<file path="config.mk">
export PLATFORM = sky130hd
export DESIGN_NAME = i2c_mmc_release_arbiter
export DESIGN_NICKNAME = d
export VERILOG_FILES = /design/src/rtl/i2c_mmc_release_arbiter.sv
export SDC_FILE = /design/constraint.sdc
export NUM_CORES = 1
export LEC_CHECK = 0
export BUFFER_PORTS_ARGS = -buffer_cell sky130_fd_sc_hd__buf_2
export CAP_MARGIN = 20
export CORE_AREA = 3 3 40 42
export DETAILED_ROUTE_END_ITERATION = 8
export DIE_AREA = 0 0 43 45
export HOLD_SLACK_MARGIN = 0.06
export SYNTH_ARGS = -nofsm -noshare
export SYNTH_HDL_FRONTEND = slang
export SYNTH_SLANG_ARGS = --single-unit
</file>
<file path="constraint.sdc">
create_clock -name i_SysClk_p -period 1.9 [get_ports i_SysClk_p]
set_clock_uncertainty 0.2 [all_clocks]
set_input_delay 0.19 -clock i_SysClk_p [delete_from_list [all_inputs] [get_ports i_SysClk_p]]
set_output_delay 0.19 -clock i_SysClk_p [all_outputs]
set_load 0.03 [all_outputs]
</file>
<file path="src/rtl/i2c_mmc_release_arbiter.sv">
// rtl/i2c_mmc_release_arbiter.sv - Arbitrates two local I2C masters for a bus shared with the MMC
//
// Two local masters (FMC, DDR3) share an I2C bus that the MMC owns by default.
// Before either master gets a grant, the arbiter asks the MMC to release the
// bus and waits for its acknowledge. Grants between the two masters are
// round-robin, and the bus is handed straight from one master to the other
// without giving it back to the MMC.
//
// Optional feature macro: I2C_ARB_ACK_TIMEOUT_EN
//   When defined, a wait in REQ of ACK_TIMEOUT cycles without ack sets the
//   sticky o_AckTimeout_p flag and gives the bus back. When undefined, the
//   arbiter waits for ack indefinitely and o_AckTimeout_p is tied to 0.
//
// Ports:
//   i_SysClk_p            system clock, all logic in this domain
//   i_nSysRst_p           asynchronous active-low reset
//   iv2_I2cReq_p          level requests from the two local masters
//   ov2_I2cGrant_p        one-hot grant (never 2'b11)
//   o_MmcI2cReleaseReq_p  release request to the MMC
//   i_MmcI2cReleaseAck_p  asynchronous release acknowledge from the MMC
//   o_AckTimeout_p        sticky acknowledge-timeout flag
//   i_TimeoutClr_p        single-cycle clear for o_AckTimeout_p

module i2c_mmc_release_arbiter #(
    parameter int unsigned ACK_TIMEOUT = 32'd1_000_000,
    parameter int          SYNC_STAGES = 2
) (
    input  logic       i_SysClk_p,
    input  logic       i_nSysRst_p,
    input  logic [1:0] iv2_I2cReq_p,
    output logic [1:0] ov2_I2cGrant_p,
    output logic       o_MmcI2cReleaseReq_p,
    input  logic       i_MmcI2cReleaseAck_p,
    output logic       o_AckTimeout_p,
    input  logic       i_TimeoutClr_p
);

    typedef enum logic [2:0] {
        ST_IDLE    = 3'd0,
        ST_REQ     = 3'd1,
        ST_GRANT   = 3'd2,
        ST_HANDOFF = 3'd3,
        ST_RELEASE = 3'd4
    } state_t;

    // Out-of-range parameters elaborate this empty marker block so they are
    // easy to spot in the elaborated hierarchy.
    if (SYNC_STAGES < 2 || SYNC_STAGES > 4 || ACK_TIMEOUT == 0) begin : g_illegal_params
    end

    state_t                 r_state;
    logic [SYNC_STAGES-1:0] r_ack_sync;
    logic [1:0]             r_grant;
    logic                   r_rel_req;
    logic                   r_rr_ptr;   // index of the requester favoured next
    logic                   r_owner;    // index of the requester granted last

    logic w_ack;
    logic w_win;
    logic w_to_hit;

    assign w_ack = r_ack_sync[SYNC_STAGES-1];
    // Favoured requester wins if it is asking, otherwise the other one does.
    assign w_win = iv2_I2cReq_p[r_rr_ptr] ? r_rr_ptr : ~r_rr_ptr;

`ifdef I2C_ARB_ACK_TIMEOUT_EN
    logic [31:0] r_to_cnt;
    logic        r_timeout;

    assign w_to_hit       = (r_state == ST_REQ) && !w_ack &&
                            (r_to_cnt == ACK_TIMEOUT - 32'd1);
    assign o_AckTimeout_p = r_timeout;
`else
    logic w_unused_clr;

    assign w_to_hit       = 1'b0;
    assign w_unused_clr   = i_TimeoutClr_p;
    assign o_AckTimeout_p = 1'b0;
`endif

    always_ff @(posedge i_SysClk_p or negedge i_nSysRst_p) begin
        if (!i_nSysRst_p) begin
            r_state    <= ST_IDLE;
            r_ack_sync <= '0;
            r_grant    <= 2'b00;
            r_rel_req  <= 1'b0;
            r_rr_ptr   <= 1'b0;
            r_owner    <= 1'b0;
`ifdef I2C_ARB_ACK_TIMEOUT_EN
            r_to_cnt   <= 32'd0;
            r_timeout  <= 1'b0;
`endif
        end else begin
            r_ack_sync <= {r_ack_sync[SYNC_STAGES-2:0], i_MmcI2cReleaseAck_p};

            case (r_state)
                ST_IDLE: begin
                    if (|iv2_I2cReq_p) begin
                        r_rel_req <= 1'b1;
                        r_state   <= ST_REQ;
`ifdef I2C_ARB_ACK_TIMEOUT_EN
                        r_to_cnt  <= 32'd0;
`endif
                    end
                end

                ST_REQ: begin
                    if (w_ack) begin
                        r_state <= ST_GRANT;
                        // A request dropped before ack still completes the
                        // REQ; GRANT then sees no grant and unwinds.
                        if (|iv2_I2cReq_p) begin
                            r_grant  <= {w_win, ~w_win};
                            r_owner  <= w_win;
                            r_rr_ptr <= ~w_win;
                        end
                    end else if (w_to_hit) begin
                        r_rel_req <= 1'b0;
                        r_state   <= ST_RELEASE;
                    end
`ifdef I2C_ARB_ACK_TIMEOUT_EN
                    else begin
                        r_to_cnt <= r_to_cnt + 32'd1;
                    end
`endif
                end

                ST_GRANT: begin
                    if (r_grant == 2'b00 || !iv2_I2cReq_p[r_owner]) begin
                        r_grant <= 2'b00;
                        r_state <= ST_HANDOFF;
                    end
                end

                ST_HANDOFF: begin
                    // Hand the bus to the other master without giving it
                    // back to the MMC.
                    if (iv2_I2cReq_p[~r_owner]) begin
                        r_grant  <= {~r_owner, r_owner};
                        r_owner  <= ~r_owner;
                        r_rr_ptr <= r_owner;
                        r_state  <= ST_GRANT;
                    end else begin
                        r_rel_req <= 1'b0;
                        r_state   <= ST_RELEASE;
                    end
                end

                ST_RELEASE: begin
                    if (!w_ack) begin
                        r_state <= ST_IDLE;
                    end
                end

                default: begin
                    r_grant   <= 2'b00;
                    r_rel_req <= 1'b0;
                    r_state   <= ST_IDLE;
                end
            endcase

`ifdef I2C_ARB_ACK_TIMEOUT_EN
            // A timeout in the same cycle as a clear wins.
            if (w_to_hit) begin
                r_timeout <= 1'b1;
            end else if (i_TimeoutClr_p) begin
                r_timeout <= 1'b0;
            end
`endif
        end
    end

    assign ov2_I2cGrant_p       = r_grant;
    assign o_MmcI2cReleaseReq_p = r_rel_req;

endmodule

</file>
==> reports/qor.yml <==
outcome:
  outcome: "completed"
sta:
  final-hold-violation-count: 0
  layout_min_cycle_time_ns: 1.564
  fmax_mhz: 639.5
  min_period_over_period: 0.8230
  setup_viol: 0
  setup-tns-final_ns: 0
  slew_violations: 0
  rsz0062_at_grt: "false"
  hold_ws_ns: 0.1133
clocking:
  clock_sinks: 10
  path_clk_slew_ns: 0.07
  cts_tree: "built"
  clockRootBuffer: "clkbuf_4"
  numCtsBuffers: 3
  ctsResizeCount: 0
  htree_levels: 1
  clock_path_buffers: 2
  clock_latency_ns: 0.26
synthesis:
  ys_seq_area_frac: 0.4640
  synth_ff_type: "dfrtp_1"
  synth_edf_count: 0
  ys_types: 27
  postSynthCellCount: 53
  ys_ff_latch: 10
  syn_avg_cell_area_sq_um: 10.17
  ys_async_sr_fraction: 1.000
  synth_area_sq_um: 539.3
  syn_nets: 59
  yosysWarningCount: 0
floorplan:
  die_w_um: 43
  core_area_sq_um: 1285
  die_h_um: 45
  die-area_sq_um: 1935
  start_util: 0.4197
  row_count: 13
  ios: 10
cells_and_area:
  antennaDiodeCount: 0
  layout.nets: 70
  layout_common_cells: "dfrtp_1 (10), buf_2 (7), nand2b_1 (4)"
  seq_area_sq_um: 250.2
  syn_to_final_growth_pct: 16.24
  drive_gt1_frac: 0.2698
  final_common_cell: "dfrtp_1"
  fill_cells: 122
  multiInputGateArea_sq_um: 255.2
pwr:
  power_switching_mw: 0.3998
  p_clk_frac: 0.184
  pwr-share-comb: 0.424
  power_density_nw_per_um2: 1629
  vdd_drop_max_v: 0.0006636
  sw_frac_of_total: 0.3914
  internal_power_mw: 0.6217
  p_seq_frac: 0.391
  leakage_nw: 0.2962
routing:
  vias: 427
  dr_wl_met2_um: 406
  met3_length_um: 78
  drc_errors: 0
  drt_iter0_markers: 5
  ant_nets: 0
  avgViaCountPerCell: 5.474
  first_pass_iters: 4
  top_layer_used: "met4"
  met1Wirelength_um: 449
  routed_wl_um: 944
  avgRoutedWirePerCell_um: 12.10
critical_path:
  ff2ff_path_depth: 4
  crit_type: "reg -> reg"
  reg2reg_from: "r_owner$_DFFE_PN0P_"
  end_kind: "flop"
  worst-path-buf-inv: 0
  required_ns: 1.85
  endpoint: "ov2_I2cGrant_p[0]$_DFFE_PN0P_"
  cp_top_family: "compound AO/OA/AOI/OAI gates"
  path_cells: "mux2_2 -> a31oi_1 -> o211ai_1 -> a21o_1"
  crit_path_start_kind: "flop"
  r2r_slack_ns: 0.34
  critPathMaxFanout: 4
  cpMaxStageDelayCell: "dfrtp_1"
  rr_endpoint: "ov2_I2cGrant_p[0]$_DFFE_PN0P_"
  cp-startpoint: "r_owner$_DFFE_PN0P_"
  cp.arrival_ns: 1.52
  max_stage_delay_ns: 0.40
  crit_cells: 4
grt:
  grt_pass1_wl_um: 1580
  antenna_found_initial: 0
  grt_pass1_vias: 380
  grt_max_degree: 14
  overflow: 0
  track_usage: 0.1153
flow_run:
  max_cap_violations: 0
place:
  place_congestion: 0.7228
  dp_hpwl_um: 693.7
  port_buffers: 7
worst_hold_path:
  hp-class: "in -> async"
## registers in the layout, summed over array words and instances (netlist names)
| register | count |
|---|---|
| r_state | 3 |
| ov2_I2cGrant_p | 2 |
| r_ack_sync | 2 |
| o_MmcI2cReleaseReq_p | 1 |
| r_owner | 1 |
| r_rr_ptr | 1 |
## repair_timing
action / in CTS / in global routing
hold buffers: 2 / 0
hold endpoints to repair: 11 / 0
setup buffers: 0 / 0
endpoints found under the setup margin: 0 / 0
## kinds of logic (layout without fill, tap and decap cells)
family                 after synthesis  count (layout)  share of synthesized area
AOI/OAI and AO/OA                   17              17                     0.2320
and+or+nand+nor                     17              17                     0.1949
DFF                                 10              10                     0.4640
buffers and inverters                6              16                    0.06264
muxes                                2               2                    0.03944
other                                1               1                   0.006954
## power groups by stage
stage          logic, mW  registers, mW  clock network [mW]
6_report           0.434          0.400               0.188
5_1_grt            0.478          0.419               0.208
3_5_place_dp       0.432          0.404                   0
4_1_cts            0.437          0.399               0.194
3_3_place_gp       0.430          0.404                   0
2_1_floorplan      0.364          0.395                   0
## how the worst min path moves through the flow
| stage | end | slack (ns) | from |
|---|---|---|---|
| 6_report | r_owner$_DFFE_PN0P_ | 0.11 | i_nSysRst_p |
| 3_3_place_gp | r_rr_ptr$_DFFE_PN0P_ | -0.14 | i_nSysRst_p |
| 5_1_grt | r_owner$_DFFE_PN0P_ | 0.13 | i_nSysRst_p |
| 4_1_cts | r_state[0]$_DFFE_PN0P_ | 0.12 | i_nSysRst_p |
| 2_1_floorplan | o_MmcI2cReleaseReq_p$_DFFE_PN0P_ | -0.31 | i_nSysRst_p |
| 3_5_place_dp | r_state[0]$_DFFE_PN0P_ | -0.14 | i_nSysRst_p |
## layout make-up
cell class,instances,share of cell area
clock buffers,4,0.05788
repair buffers,9,0.08782
inverters,3,0.01796
well taps,15,0.02994
multi-input cells,37,0.4072
flip-flops and latches,10,0.3992
## routing by layer
layer | vias up | global-route usage
met4 | 0 | 0.07229
met2 | 15 | 0.1707
met1 | 200 | 0.1468
met5 | - | 0
met3 | 2 | 0.03586
li1 | 210 | -
## stage by stage
stage | utilization | cells | cell area, sq um | setup slack [ns] | power [mW]
finish | 0.4878 | 78 | 626.9 | 0.3362 | 1.021
global route | 0.4878 | 78 | 626.9 | 0.2483 | 1.104
CTS | 0.4878 | 78 | 626.9 | 0.3281 | 1.030
detailed placement | 0.4440 | 72 | 570.5 | 0.3317 | 0.8354
global placement | 0.4440 | 72 | 570.5 | 0.3381 | 0.8336
floorplan | - | 53 | 539.3 | 0.3579 | 0.7597
## cells in the mapped netlist, drive strengths merged, types with 2 or more instances
cell / count / area, sq um
a21oi: 3 / 15.01
a31oi: 2 / 18.77
buf: 3 / 22.52
inv: 3 / 11.26
nand2b: 4 / 25.02
o21ai: 3 / 15.01
a21o: 2 / 15.01
nand3b: 2 / 15.01
dfrtp: 10 / 250.2
nand3: 2 / 10.01
nand2: 3 / 11.26
nor2: 2 / 7.510
(Power assumes the default switching activity.)
